**src/rtl/quad_pkg.sv**
```systemverilog
// Shared types and helpers for the steering quadrature decoder.
package quad_pkg;

  typedef logic [1:0] phase_t;  // {A,B}

  localparam logic DIR_RIGHT = 1'b1;
  localparam logic DIR_LEFT  = 1'b0;

  // Forward (right) Gray sequence: 00 -> 10 -> 11 -> 01 -> 00
  function automatic phase_t fwd_next(input phase_t p);
    case (p)
      2'b00:   return 2'b10;
      2'b10:   return 2'b11;
      2'b11:   return 2'b01;
      default: return 2'b00;
    endcase
  endfunction

endpackage

```
**src/rtl/quad_glitch_filter.sv**
```systemverilog
// Per-line glitch filter: output follows the input only after FILT_LEN
// consecutive cycles of disagreement; any agreement restarts the count.
module quad_glitch_filter #(
  parameter int FILT_LEN = 4
) (
  input  logic i_clk,
  input  logic i_rst_n,
  input  logic i_d,
  output logic o_q
);

  logic [3:0] r_cnt;
  logic       r_q;

  always_ff @(posedge i_clk or negedge i_rst_n) begin
    if (!i_rst_n) begin
      r_cnt <= '0;
      r_q   <= 1'b0;
    end else if (i_d == r_q) begin
      r_cnt <= '0;
    end else if (r_cnt == 4'(FILT_LEN - 1)) begin
      r_q   <= i_d;
      r_cnt <= '0;
    end else begin
      r_cnt <= r_cnt + 4'd1;
    end
  end

  assign o_q = r_q;

endmodule

```
**src/rtl/quad_steer_decoder.sv**
```systemverilog
// x4 quadrature decoder for the steering pins: sync, optional glitch filter
// (QUAD_GLITCH_FILTER_EN), wrapping position and saturating read-clear delta.
module quad_steer_decoder
  import quad_pkg::*;
#(
  parameter int CNT_W       = 8,
  parameter int SYNC_STAGES = 2,
  parameter int FILT_LEN    = 4
) (
  input  logic             CLK,
  input  logic             Reset_I,
  input  logic             SteerA_I,
  input  logic             SteerB_I,
  input  logic             Clear_I,
  input  logic             Rd_I,
  input  logic             ErrClr_I,
  output logic             Step_O,
  output logic             Dir_O,
  output logic [CNT_W-1:0] Pos_O,
  output logic [CNT_W-1:0] Delta_O,
  output logic             Err_O
);

`ifdef QUAD_GLITCH_FILTER_EN
  localparam bit FILT_ON = 1'b1;
`else
  localparam bit FILT_ON = 1'b0;
`endif

  // Priming is held off until a real pin sample has crossed the sync/filter
  // pipeline, so reset-value zeros never look like a transition.
  localparam int WARM = SYNC_STAGES + 1 + (FILT_ON ? FILT_LEN : 0);

  localparam logic [CNT_W-1:0] ACC_MAX = {1'b0, {(CNT_W-1){1'b1}}};
  localparam logic [CNT_W-1:0] ACC_MIN = {1'b1, {(CNT_W-1){1'b0}}};

  logic [SYNC_STAGES-1:0] r_sync_a, r_sync_b;
  logic [1:0]             w_sync, w_filt;
  logic [WARM-1:0]        r_vld_pipe;
  phase_t                 r_prev, w_cur;
  logic                   w_primed, w_fwd, w_rev, w_ill;
  logic                   r_step, r_dir, r_err;
  logic [CNT_W-1:0]       r_pos, r_acc, r_delta, w_acc_nxt;

  always_ff @(posedge CLK or negedge Reset_I) begin
    if (!Reset_I) begin
      r_sync_a <= '0;
      r_sync_b <= '0;
    end else begin
      r_sync_a <= {r_sync_a[SYNC_STAGES-2:0], SteerA_I};
      r_sync_b <= {r_sync_b[SYNC_STAGES-2:0], SteerB_I};
    end
  end

  assign w_sync = {r_sync_a[SYNC_STAGES-1], r_sync_b[SYNC_STAGES-1]};

`ifdef QUAD_GLITCH_FILTER_EN
  for (genvar g = 0; g < 2; g++) begin : g_filt
    quad_glitch_filter #(.FILT_LEN(FILT_LEN)) u_filt (
      .i_clk   (CLK),
      .i_rst_n (Reset_I),
      .i_d     (w_sync[g]),
      .o_q     (w_filt[g])
    );
  end
`else
  assign w_filt = w_sync;
`endif

  assign w_cur    = w_filt;
  assign w_primed = r_vld_pipe[WARM-1];
  assign w_fwd    = w_primed && (w_cur == fwd_next(r_prev));
  assign w_rev    = w_primed && (r_prev == fwd_next(w_cur));
  assign w_ill    = w_primed && ((w_cur ^ r_prev) == 2'b11);

  always_comb begin
    w_acc_nxt = r_acc;
    if (w_fwd && (r_acc != ACC_MAX))
      w_acc_nxt = r_acc + CNT_W'(1);
    else if (w_rev && (r_acc != ACC_MIN))
      w_acc_nxt = r_acc - CNT_W'(1);
  end

  always_ff @(posedge CLK or negedge Reset_I) begin
    if (!Reset_I) begin
      r_vld_pipe <= '0;
      r_prev     <= '0;
      r_step     <= 1'b0;
      r_dir      <= DIR_LEFT;
      r_err      <= 1'b0;
      r_pos      <= '0;
      r_acc      <= '0;
      r_delta    <= '0;
    end else begin
      r_vld_pipe <= {r_vld_pipe[WARM-2:0], 1'b1};
      r_prev     <= w_cur;  // illegal jumps and Clear still track the pins
      r_step     <= w_fwd | w_rev;
      if (w_fwd)
        r_dir <= DIR_RIGHT;
      else if (w_rev)
        r_dir <= DIR_LEFT;
      if (w_ill)
        r_err <= 1'b1;
      else if (ErrClr_I)
        r_err <= 1'b0;
      if (Clear_I) begin
        r_pos <= '0;
        r_acc <= '0;
      end else begin
        if (w_fwd)
          r_pos <= r_pos + CNT_W'(1);
        else if (w_rev)
          r_pos <= r_pos - CNT_W'(1);
        if (Rd_I) begin
          r_delta <= w_acc_nxt;
          r_acc   <= '0;
        end else begin
          r_acc <= w_acc_nxt;
        end
      end
    end
  end

  assign Step_O  = r_step;
  assign Dir_O   = r_dir;
  assign Pos_O   = r_pos;
  assign Delta_O = r_delta;
  assign Err_O   = r_err;

endmodule
```
**config.mk**
```make
export PLATFORM = sky130hd
export DESIGN_NAME = quad_steer_decoder
export DESIGN_NICKNAME = d
export VERILOG_FILES = /design/src/rtl/quad_pkg.sv /design/src/rtl/quad_glitch_filter.sv /design/src/rtl/quad_steer_decoder.sv
export SDC_FILE = /design/constraint.sdc
export NUM_CORES = 1
export LEC_CHECK = 0
export ABC_CLOCK_PERIOD_IN_PS = 3200
export BUFFER_PORTS_ARGS = -buffer_cell sky130_fd_sc_hd__buf_2
export CAP_MARGIN = 20
export CORE_MARGIN = 2
export CORE_UTILIZATION = 45
export DETAILED_ROUTE_END_ITERATION = 10
export GPL_ROUTABILITY_DRIVEN = 0
export PLACE_DENSITY = 0.75
export SLEW_MARGIN = 20
export SYNTH_ARGS = -nofsm -noshare
export SYNTH_HDL_FRONTEND = slang
export SYNTH_SLANG_ARGS = --single-unit
```
**constraint.sdc**
```tcl
create_clock -name CLK -period 3.2 [get_ports CLK]
set_input_delay 0.16 -clock CLK [delete_from_list [all_inputs] [get_ports CLK]]
set_output_delay 0.16 -clock CLK [all_outputs]
set_load 0.01 [all_outputs]
```
==> impl_results.md <==
* Post-synth ARST share at 100.0%
* Vias per inst at 5.655
* Antenna diode count at 0
* Min Hold Slack at 68.76 ps
* Setup Crit Path Kind: register to register
* Area of the multi-input gates at 985.9 um^2
* Register area share after synthesis at 46.45%
* Initial antenna violation count at 0
* Main flop type after synthesis: dfrtp_1
* Startpoint types: register
* CP required at 3400 ps
* Final setup fails at 0
* CP Capture Type: register
* Hold_buf cts at 3
* Clk_lat worst skew at 290 ps
* Hold_sp: ErrClr_I
* Dpl cells at 264
* Sink Count at 36
* Setup crit start: r_sync_b[1]
* Max clock buf depth at 2
* CTS tree: done
* Pre-antenna DRT Iters at 4
* Post-synth cell types at 50
* P_int at 834.1 uW
* Area growth syn-to-layout at 15.29%
* Leak at 0.9835 nW
* RSZ-0062 raised after global routing: no
* Most frequent cells in the layout: dfrtp_1 (36), buf_2 (25), nor2_1 (17), nand2_1 (13), inv_1 (10)
* Hold Crit Class: primary input to register
* Setup TNS at 0 ps
* Post-synth EDFFs at 0
* Seq pwr share at 45.1%
* Slew Viols, Final at 0
* Cell Area, Synth at 0.001939 mm^2
* Register bit total from synthesis at 36
* Synth Instances at 192
* Psw at 383.1 uW
* Post-CTS Resized at 0
* Hold depth at 2
* Syn_area_per_cell at 10.10 um^2
* Vias in the first global route at 1,510
* Routed len/inst at 14.13 um
* Placed cell area at 0.002116 mm^2
* Final min period at 2765 ps
* R2R Setup Slk at 440 ps
* Post-route DRC at 0
* Layout cells sized above 1 at 16.89%
* CTS H-tree lvls at 2
* Commonest non-fill, non-tap cell in the layout: dfrtp_1
* Die Y at 69.65 um
* Setup repair bufs after CTS at 0
* Die Footprint at 0.004851 mm^2
* # IOs at 26
* IO Port Bufs at 25
* Final net count at 241
* Highest Clock Rate at 0.3617 GHz
* Worst Tran Pin Value at 786.4 ps
* FF+latch area at 900.9 um^2
* Part of the power in the clock network at 26.9%
* Maxcap violations at 0
* Clock-pin slew on the worst setup and hold paths at 70 ps
* Core box area at 0.004086 mm^2
* CTS root buf: clkbuf_8
* Antenna-violating nets left at 0
* Die W at 69.65 um
* First-pass GRT wire length at 6.962 mm
* Yosys warns at 0
* Clk_skew at 9.238 ps
* Total power per unit cell area at 544.4 mW/mm^2
* GRT Util Overall at 17.94%
* RR Startpoint: r_sync_b[1]
* Comb power frac at 28.0%
* CTS Buf Count at 5
* Ratio of final minimum period to clock period at 86.40%
* HPWL after detailed placement at 2.811 mm
* Initial core utilization at 47.46%
* Pin count of the biggest net entering global routing at 37
* Finished Layout Cells at 275
* Iter 0 DRT Violations at 95
* Hold Vio Cnt, Final at 0
* Via count at 1,555
* Worst Path Arrival at 2970 ps
* Net Sw Frac at 31.47%
* Routed Wire Length at 3.887 mm
* Status: complete, no violations
* Total grt overflow at 0
* Design area at 0.002236 mm^2
* Post-Syn Nets at 209
* Reg2reg path depth at 8
* Fill count at 397
* Slew HR at 47.57%
* Crit-path max FO at 13
* Worst vdd ir at 0.3159 mV
* Rows at 23
==> metrics by stage <==
step,worst slack (ps),util [%],total power [mW]
2_1_floorplan,798.1,-,0.7900
3_3_place_gp,557.1,51.78,0.8837
3_5_place_dp,467.0,51.78,0.8944
4_1_cts,455.7,54.72,1.229
5_1_grt,162.1,54.72,1.304
6_report,435.2,54.72,1.217
==> worst paths after layout <==
check	endpoint
max	Pos_O[7]
min	Err_O
max reg2reg	Pos_O[7]
min reg2reg	r_sync_b[1]
max in group asynchronous	r_acc[2]
min in group asynchronous	Pos_O[0]
==> synthesized netlist by cell type (3+ instances only) <==
library cell / number / area, um^2
nor3_1: 4 / 20.02
a21oi_1: 7 / 35.03
dfrtp_1: 36 / 900.9
o32ai_1: 4 / 35.03
or3_1: 3 / 18.77
xnor2_1: 9 / 78.83
nand3b_1: 4 / 30.03
nand3_1: 5 / 25.02
nor2_1: 17 / 63.81
inv_1: 10 / 37.54
nand4_1: 3 / 18.77
o211ai_1: 4 / 30.03
o21a_1: 7 / 52.55
ha_1: 9 / 112.6
nand2_1: 13 / 48.80
o21ai_1: 3 / 15.01
o21ai_0: 9 / 45.04
nor2b_1: 3 / 18.77
==> routing by layer <==
| metal | track usage (%) | share of wire (%) | vias to the layer above |
|---|---|---|---|
| met5 | 0 | 0 | - |
| met4 | 6.410 | 1.2 | 0 |
| met3 | 5.087 | 3.9 | 6 |
| met2 | 27.14 | 46 | 31 |
| met1 | 24.65 | 49 | 757 |
| li1 | - | - | 761 |
==> sequential cells by signal (all words and copies together), names as in the netlist <==
register / flops
r_sync_b: 2
Dir_O: 1
Pos_O: 8
Delta_O: 8
r_sync_a: 2
Step_O: 1
r_acc: 8
r_vld_pipe: 3
Err_O: 1
r_prev: 2
==> cell type report <==
type                       count  area share, %
clock buffer                   8          4.029
inverter                      11          1.847
multi-input combinational    142          44.10
sequential                    36          40.29
tap                           50          2.798
timing repair buffer          28          6.939
==> kinds of logic after synthesis <==
logic type | synth area share, %
AOI/OAI and AO/OA | 18.52
xor gates and xnor gates | 6.194
adders and majority gates | 6.839
buffers and inverters | 2.710
DFF | 46.45
muxes | 0.5806
other | 0.1934
and+or+nand+nor | 18.52
==> power by group through the flow <==
stage,sequential (mW),clock [mW],combinational (mW)
floorplan,0.572,0,0.218
global placement,0.556,0,0.328
detailed placement,0.558,0,0.336
CTS,0.549,0.337,0.343
global route,0.557,0.362,0.385
finish,0.549,0.327,0.341
==> worst max-delay path, stage by stage (launching register included) <==
cell      delay (ps)
dfrtp_1          450
xnor2_1          300
nand3_1          450
ha_1             540
o21ai_0          120
o21bai_1         180
o22ai_1          130
or4_1            400
o211ai_1         110
(Power assumes the default switching activity.)
